$ cat src/rtl/eth_rx_frame_arb.sv
// Frame-atomic round-robin arbiter sharing one RX byte bus between N_SRC sources.
// Grants whole frames, inserts an inter-frame gap and cuts frames longer than MAX_FRAME.
module eth_rx_frame_arb #(
  parameter int unsigned N_SRC      = 4,
  parameter int unsigned IFG_CYCLES = 12,
  parameter int unsigned MAX_FRAME  = 1526
) (
  input  logic                       clk,
  input  logic                       rst_n,
  input  logic [8*N_SRC-1:0]         src_byte,
  input  logic [N_SRC-1:0]           src_valid,
  input  logic [N_SRC-1:0]           src_last,
  output logic [N_SRC-1:0]           src_ready,
  output logic [7:0]                 out_byte,
  output logic                       out_valid,
  output logic                       out_last,
  input  logic                       out_ready,
  output logic [$clog2(N_SRC)-1:0]   grant_id,
  output logic                       busy,
  output logic                       trunc_pulse
);

  localparam int unsigned GW       = $clog2(N_SRC);
  localparam int unsigned CW       = $clog2(MAX_FRAME + 1);
  localparam int unsigned PW       = (IFG_CYCLES > 1) ? $clog2(IFG_CYCLES) : 1;
  localparam int unsigned GAP_LAST = (IFG_CYCLES == 0) ? 0 : IFG_CYCLES - 1;

  typedef enum logic [1:0] {IDLE, XFER, DRAIN, GAP} state_t;

  localparam state_t END_ST = (IFG_CYCLES == 0) ? IDLE : GAP;

  state_t          state, state_d;
  logic [GW-1:0]   rr_ptr, rr_ptr_d, grant_d, pick, idx, nxt_ptr;
  logic [CW-1:0]   byte_cnt, cnt_d;
  logic [PW-1:0]   gap_cnt, gap_d;
  logic            trunc_d, found, sel_valid, sel_last, at_max;

  assign sel_valid = src_valid[grant_id];
  assign sel_last  = src_last[grant_id];
  assign at_max    = (byte_cnt == CW'(MAX_FRAME - 1));
  assign nxt_ptr   = GW'((32'(grant_id) + 32'd1) % N_SRC);
  assign busy      = (state != IDLE);

  // First requesting source at or after rr_ptr, wrapping modulo N_SRC
  always_comb begin
    pick  = rr_ptr;
    found = 1'b0;
    idx   = '0;
    for (int unsigned k = 0; k < N_SRC; k++) begin
      idx = GW'((32'(rr_ptr) + k) % N_SRC);
      if (!found && src_valid[idx]) begin
        pick  = idx;
        found = 1'b1;
      end
    end
  end

  always_comb begin
    state_d   = state;
    rr_ptr_d  = rr_ptr;
    grant_d   = grant_id;
    cnt_d     = byte_cnt;
    gap_d     = gap_cnt;
    trunc_d   = 1'b0;
    src_ready = '0;
    out_byte  = 8'h00;
    out_valid = 1'b0;
    out_last  = 1'b0;
    unique case (state)
      IDLE: begin
        if (found) begin
          grant_d = pick;
          cnt_d   = '0;
          state_d = XFER;
        end
      end
      XFER: begin
        out_byte            = src_byte[{grant_id, 3'b000} +: 8];
        out_valid           = sel_valid;
        out_last            = sel_last | at_max;
        src_ready[grant_id] = out_ready;
        if (sel_valid && out_ready) begin
          cnt_d = byte_cnt + CW'(1);
          if (sel_last) begin
            rr_ptr_d = nxt_ptr;
            state_d  = END_ST;
          end else if (at_max) begin
            // Cut here; the rest of the source frame is swallowed in DRAIN
            rr_ptr_d = nxt_ptr;
            trunc_d  = 1'b1;
            state_d  = DRAIN;
          end
        end
      end
      DRAIN: begin
        src_ready[grant_id] = 1'b1;
        if (sel_valid && sel_last) state_d = END_ST;
      end
      GAP: begin
        if (gap_cnt == PW'(GAP_LAST)) begin
          gap_d   = '0;
          state_d = IDLE;
        end else begin
          gap_d = gap_cnt + PW'(1);
        end
      end
      default: state_d = IDLE;
    endcase
  end

  always_ff @(posedge clk or negedge rst_n) begin
    if (!rst_n) begin
      state       <= IDLE;
      rr_ptr      <= '0;
      grant_id    <= '0;
      byte_cnt    <= '0;
      gap_cnt     <= '0;
      trunc_pulse <= 1'b0;
    end else begin
      state       <= state_d;
      rr_ptr      <= rr_ptr_d;
      grant_id    <= grant_d;
      byte_cnt    <= cnt_d;
      gap_cnt     <= gap_d;
      trunc_pulse <= trunc_d;
    end
  end

endmodule

$ cat config.mk
export PLATFORM = sky130hd
export DESIGN_NAME = eth_rx_frame_arb
export DESIGN_NICKNAME = d
export VERILOG_FILES = /design/src/rtl/eth_rx_frame_arb.sv
export SDC_FILE = /design/constraint.sdc
export NUM_CORES = 1
export LEC_CHECK = 0
export BUFFER_PORTS_ARGS = -buffer_cell sky130_fd_sc_hd__buf_2
export CELL_PAD_IN_SITES_DETAIL_PLACEMENT = 1
export CELL_PAD_IN_SITES_GLOBAL_PLACEMENT = 1
export CORE_ASPECT_RATIO = 0.9
export CORE_MARGIN = 4
export CORE_UTILIZATION = 38
export CTS_BUF_LIST = sky130_fd_sc_hd__clkbuf_2
export DETAILED_ROUTE_END_ITERATION = 6
export PLACE_DENSITY = 0.82
export SLEW_MARGIN = 30
export SYNTH_ARGS = -nofsm -noshare
export SYNTH_HDL_FRONTEND = slang
export SYNTH_SLANG_ARGS = --single-unit
export TNS_END_PERCENT = 5
$ cat constraint.sdc
create_clock -name clk -period 2.5 [get_ports clk]
set_input_delay 0.375 -clock clk [delete_from_list [all_inputs] [get_ports clk]]
set_output_delay 0.375 -clock clk [all_outputs]
set_load 0.03 [all_outputs]
==> results.ini, run 1 <==
[floorplanning]
die_w_um=78.6
start_util_pct=40.5
rows=22
core_sq_mm=0.00421
io_pins=61
die_area_sq_mm=0.00563
die_y_um=71.6

[routing]
drcViolationCount=0
wl_per_cell_um=15.8
drt.antenna.violating_nets=0
first_iter_violations=39
routed_wl_mm=4.73
viasPerCell=5.17
vias=1547
drt_first_pass_iters=4

[layout]
fillers=534
nets=296
ff_latch_area_sq_um=551
drive_gt1_share_pct=35.1
syn2layout_area_growth_pct=24.8
multiInputGateArea_sq_mm=0.00110
final_util_pct=50.5
n_antenna_cell=0
final_area_sq_mm=0.00213

[place]
dpl-instance-area_sq_mm=0.00210
place_hpwl_mm=3.88
gp_congestion=0.741
io_buffer_count=60

[yosys]
yosysTopAreaCell=dfrtp_1
seq_area_frac_synth_pct=32.3
syn_area_sq_mm=0.00171
synth_top_area_share_pct=32.3
syn-num-nets=229
synth-main-ff-cell=dfrtp_1
synth_edf_count=0
synth-seq-cells=22
synth_cells=174
synth_cell_types=38
ys_async_sr_fraction_pct=100
synth.area.top_cells=dfrtp_1 (32%), mux4_2 (12%), ha_1 (8.8%)
syn_area_per_cell_sq_um=9.80
ys_warn_count=0

[sta]
max-slew-margin-rel_pct=65.0
hold_viol=0
worstMarginPinSlew_ns=0.521
final.period_utilization_pct=91.7
drv_slew=0
min_period_ns=2.29
finalSetupViolations=0
skew_ns=0.0151
fin_setup_tns_ns=0
rsz0062_at_grt=false
max_freq_mhz=436

[grt]
grt_util_met3_pct=3.64
grt_max_degree=23
grt_pass1_wl_mm=8.06
use_met2_pct=31.9
grt_util_all_layers_pct=17.7
grt-ovfl-total=0
antenna_found_initial=0
grt-busiest-layer=met2
grtUsageMet1_pct=21.6
grt_pass1_vias=1642

[critical_path]
path_max_fanout=7
r2r_end=byte_cnt[5]$_DFFE_PN0P_
start_kind=register
r2r_start=state[0]$_DFFE_PN0P_
r2r_slack_ns=0.42
crit_type=register to output pin
reg2reg_depth=7
critPathCapture=out_byte[7]
required_ns=2.12
cp.arrival_ns=1.92
setup.worst_path.start=grant_id[0]$_DFFE_PN0P_
crit_path_end_kind=output pin

[pwr]
p_comb_share_pct=66.5
intPower_mw=1.07
power_per_cell_area_mw_per_mm2=1000
seq_power_share_pct=27.1
p_switching_mw=1.06
power_leakage_nw=1.03
vdd_drop_max_v=0.000495
pwr-share-clk_pct=6.4
switching_share_pct=49.7

[clock_network]
clock_latency_ns=0.33
cts_made_buffers=3
cts_setup_buffers=0
clock_sinks=22
cts_max_level=1
cts_tree=yes
root_buffer=clkbuf_2
cts_max_path_buffers=2
path_clk_slew_ns=0.20

[hold_path]
min_from=src_valid[1]
hp-class=input pin to register

[job]
cap_violations=0

[outcome]
status=completed

## power by group through the flow
stage | Clock [mW] | Combinational (mW) | Sequential (mW)
floorplan | 0 | 0.994 | 0.588
global placement | 0 | 1.38 | 0.578
detailed placement | 0 | 1.43 | 0.585
CTS | 0.146 | 1.44 | 0.577
global route | 0.165 | 1.57 | 0.597
finish | 0.136 | 1.42 | 0.578
## flip-flops by register name, summed over array words and instances, names as in the netlist
| signal | count |
|---|---|
| byte_cnt | 11 |
| gap_cnt | 4 |
| grant_id | 2 |
| rr_ptr | 2 |
| state | 2 |
| trunc_pulse | 1 |
## how the worst min path moves through the flow
stage                              end  slack (ns)  cells past startpoint
4_1_cts        grant_id[1]$_DFFE_PN0P_        0.41                      4
3_3_place_gp   byte_cnt[4]$_DFFE_PN0P_        0.37                      1
6_report       grant_id[1]$_DFFE_PN0P_        0.44                      4
5_1_grt        grant_id[1]$_DFFE_PN0P_        0.44                      4
3_5_place_dp   byte_cnt[4]$_DFFE_PN0P_        0.37                      1
2_1_floorplan  byte_cnt[0]$_DFFE_PN0P_        0.08                      0
## cells in the final DEF, fill, tap and decap left out, drive strengths merged, types with 2 or more instances in the layout
master,count
buf,65
and3,2
a21oi,6
ha,12
clkbuf,3
nand4,3
xor2,8
nand2,14
dfrtp,22
nor2,16
o221ai,3
nand2b,5
mux2,4
and2,13
a2111oi,2
inv,10
o21ai,8
a211oi,2
mux2i,4
nand3,7
nor3,3
mux4,9
nor2b,5
## layout make-up
cell class | instances | area share (%)
Tap cell | 60 | 3.53
Timing Repair Buffer | 66 | 16.3
Inverter | 10 | 1.76
Sequential cell | 22 | 25.9
Multi-Input combinational cell | 138 | 51.8
Clock buffer | 3 | 0.705
## synth_stat cells, drive strengths merged (5+ instances only)
cell and count:
mux4 9, and2 13, nand2b 5, o21ai 8
inv 10, a21oi 6, nand3 7, ha 12
dfrtp 22, xor2 8, nor2 16, nor2b 5
nand2 14
## routing by layer
layer / vias to the layer above / wire (um)
met5: - / 0
met4: 0 / 72
met3: 8 / 216
met2: 32 / 2430
met1: 748 / 2010
li1: 759 / -
## cells by family after synthesis
kind of cell | after synthesis | share of synthesized area, %
DFF | 22 | 32.3
and+or+nand+nor | 73 | 22.5
AOI/OAI and AO/OA | 28 | 12.3
xor gates and xnor gates | 8 | 4.11
buffers and inverters | 14 | 3.23
adders and majority gates | 12 | 8.80
muxes | 17 | 16.9
## through the flow
stage	total power [mW]	setup slack [ns]	hold WS, ns	instances
2_1_floorplan	1.58	0.407	0.0794	174
3_3_place_gp	1.96	0.526	0.368	295
3_5_place_dp	2.01	0.462	0.370	295
4_1_cts	2.16	0.100	0.407	299
5_1_grt	2.34	0.0203	0.438	299
6_report	2.13	0.208	0.443	299
## critical path: stages, from the launching register on
cell and delay [ns]:
dfrtp_1 0.49, buf_4 0.23, mux4_2 0.53, and2_1 0.17, buf_2 0.17
## repair_timing
| action | in CTS | in global routing |
|---|---|---|
| hold buffers | 1 | 0 |
| endpoints found under the hold margin | 22 | 0 |
| gates resized for setup | 0 | 1 |
| endpoints found under the setup margin | 0 | 4 |
Power figures use the tool's default switching activity.
==> run 2, diff against run 1 <==
--- a/config.mk
+++ b/config.mk
@@ -13,6 +13,7 @@
 export CORE_UTILIZATION = 38
 export CTS_BUF_LIST = sky130_fd_sc_hd__clkbuf_2
 export DETAILED_ROUTE_END_ITERATION = 6
+export GPL_TIMING_DRIVEN = 0
 export PLACE_DENSITY = 0.82
 export SLEW_MARGIN = 30
 export SYNTH_ARGS = -nofsm -noshare
==> results.ini, run 2 (synthesis results as in run 1) <==
[clock_network]
cts_setup_buffers=0
clock_latency_ns=0.33
root_buffer=clkbuf_2
clock_sinks=22
cts_max_path_buffers=2
cts_max_level=1
path_clk_slew_ns=0.21
cts_made_buffers=3
cts_tree=yes

[routing]
routed_wl_mm=4.46
vias=1550
drt.antenna.violating_nets=0
drcViolationCount=0
drt_first_pass_iters=4
first_iter_violations=55
viasPerCell=5.18
wl_per_cell_um=14.9

[sta]
hold_slack_ns=0.424
worstMarginPinSlew_ns=0.640
drv_slew=0
max_freq_mhz=436
hold_viol=0
fin_setup_tns_ns=0
final.period_utilization_pct=91.7
setup_ws_ns=0.206
min_period_ns=2.29
skew_ns=0.0100
rsz0062_at_grt=false
max-slew-margin-rel_pct=57.2
finalSetupViolations=0

[layout]
ff_latch_area_sq_um=552
fillers=531
regMostFlops=byte_cnt
layout_commonest_cell=buf_2
reg_top3=byte_cnt: 11 flops, gap_cnt: 4 flops
final_util_pct=51.0
layout_common_cells=buf_2 (60), dfrtp_1 (21), nor2_1 (16)
nets=295
multiInputGateArea_sq_mm=0.00110
final-instance-count-excl-fill=299
n_antenna_cell=0
largest_reg_flops=11
syn2layout_area_growth_pct=25.9
drive_gt1_share_pct=35.6

[floorplanning]
die_y_um=71.6
die_area_sq_mm=0.00563
io_pins=61
core_sq_mm=0.00421
die_w_um=78.6
rows=22
start_util_pct=40.5

[pwr]
p_comb_share_pct=62.2
switching_share_pct=47.4
intPower_mw=1.16
power_leakage_nw=1.03
vdd_drop_max_v=0.000490
pwr-share-clk_pct=11.4
seq_power_share_pct=26.4
p_switching_mw=1.05
power_per_cell_area_mw_per_mm2=1030

[critical_path]
crit_type=register to output pin
required_ns=2.12
path_max_fanout=10
start_kind=register
cp.arrival_ns=1.92
crit_path_end_kind=output pin

[grt]
grt_pass1_vias=1634
grt_max_degree=23
grt_util_all_layers_pct=16.8
antenna_found_initial=0
grt_pass1_wl_mm=7.67
grt-ovfl-total=0

[place]
gp_congestion=0.745
place_hpwl_mm=3.67
io_buffer_count=60
dpl_worst_slack_ns=0.360
placed_cells=294

[hold_path]
hp-class=input pin to register

[job]
cap_violations=0

[outcome]
status=completed

-- run 2: cell types whose count changed in the layout (fill, tap and decap cells not counted), sizes merged --
cell,before,now
buf,65,61
clkbuf,3,6
bufinv,0,1
-- run 2: power by group through the flow --
| stage | sequential [mW] | combinational [mW] | clock, mW |
|---|---|---|---|
| 6_report | 0.582 | 1.37 | 0.251 |
| 5_1_grt | 0.611 | 1.53 | 0.276 |
| 4_1_cts | 0.585 | 1.38 | 0.256 |
| 3_5_place_dp | 0.596 | 1.37 | 0 |
| 3_3_place_gp | 0.588 | 1.32 | 0 |
| 2_1_floorplan | 0.588 | 0.994 | 0 |
-- run 2: final timing paths --
path	from	depth (start not counted)	to	slack, ns
min reg2reg	gap_cnt[0]$_DFFE_PN0N_	1	gap_cnt[0]$_DFFE_PN0N_	0.53
min in group asynchronous	rst_n	2	byte_cnt[10]$_DFFE_PN0P_	0.49
max	grant_id[0]$_DFFE_PN0P_	4	out_byte[3]	0.21
max in group asynchronous	rst_n	2	grant_id[0]$_DFFE_PN0P_	1.65
max reg2reg	state[0]$_DFFE_PN0P_	7	byte_cnt[9]$_DFFE_PN0P_	0.37
min	src_valid[1]	4	grant_id[1]$_DFFE_PN0P_	0.42
-- run 2: critical path: stages, from the launching register on --
cell	delay, ns
dfrtp_2	0.49
buf_4	0.24
mux4_2	0.51
and2_1	0.17
buf_2	0.17
-- run 2: metrics by stage --
stage	area [sq um]	total power, mW
4_1_cts	2140	2.22
3_3_place_gp	2080	1.91
6_report	2150	2.20
5_1_grt	2150	2.42
2_1_floorplan	1710	1.58
3_5_place_dp	2080	1.96
-- run 2: timing repair --
| action | CTS | global route |
|---|---|---|
| gates resized for setup | 1 | 7 |
| hold buffers | 1 | 0 |
| hold endpoints to repair | 22 | 0 |
| setup endpoints to repair | 7 | 14 |
-- run 2: cell type report --
cell class                      instances  share of cell area, %
Timing Repair Buffer                   61                   14.5
Sequential cell                        22                   25.7
Multi-Input combinational cell        138                   51.3
Inverter                               10                   1.75
Tap cell                               60                   3.50
Buffer                                  4                   1.17
Clock inverter                          1                   1.40
Clock buffer                            3                  0.699
-- run 2: metal layers --
metal,routed length [um],track usage [%],vias up
li1,-,-,752
met1,1860,21.2,761
met2,2350,30.1,31
met3,185,2.76,6
met4,65,3.69,0
met5,0,0,-
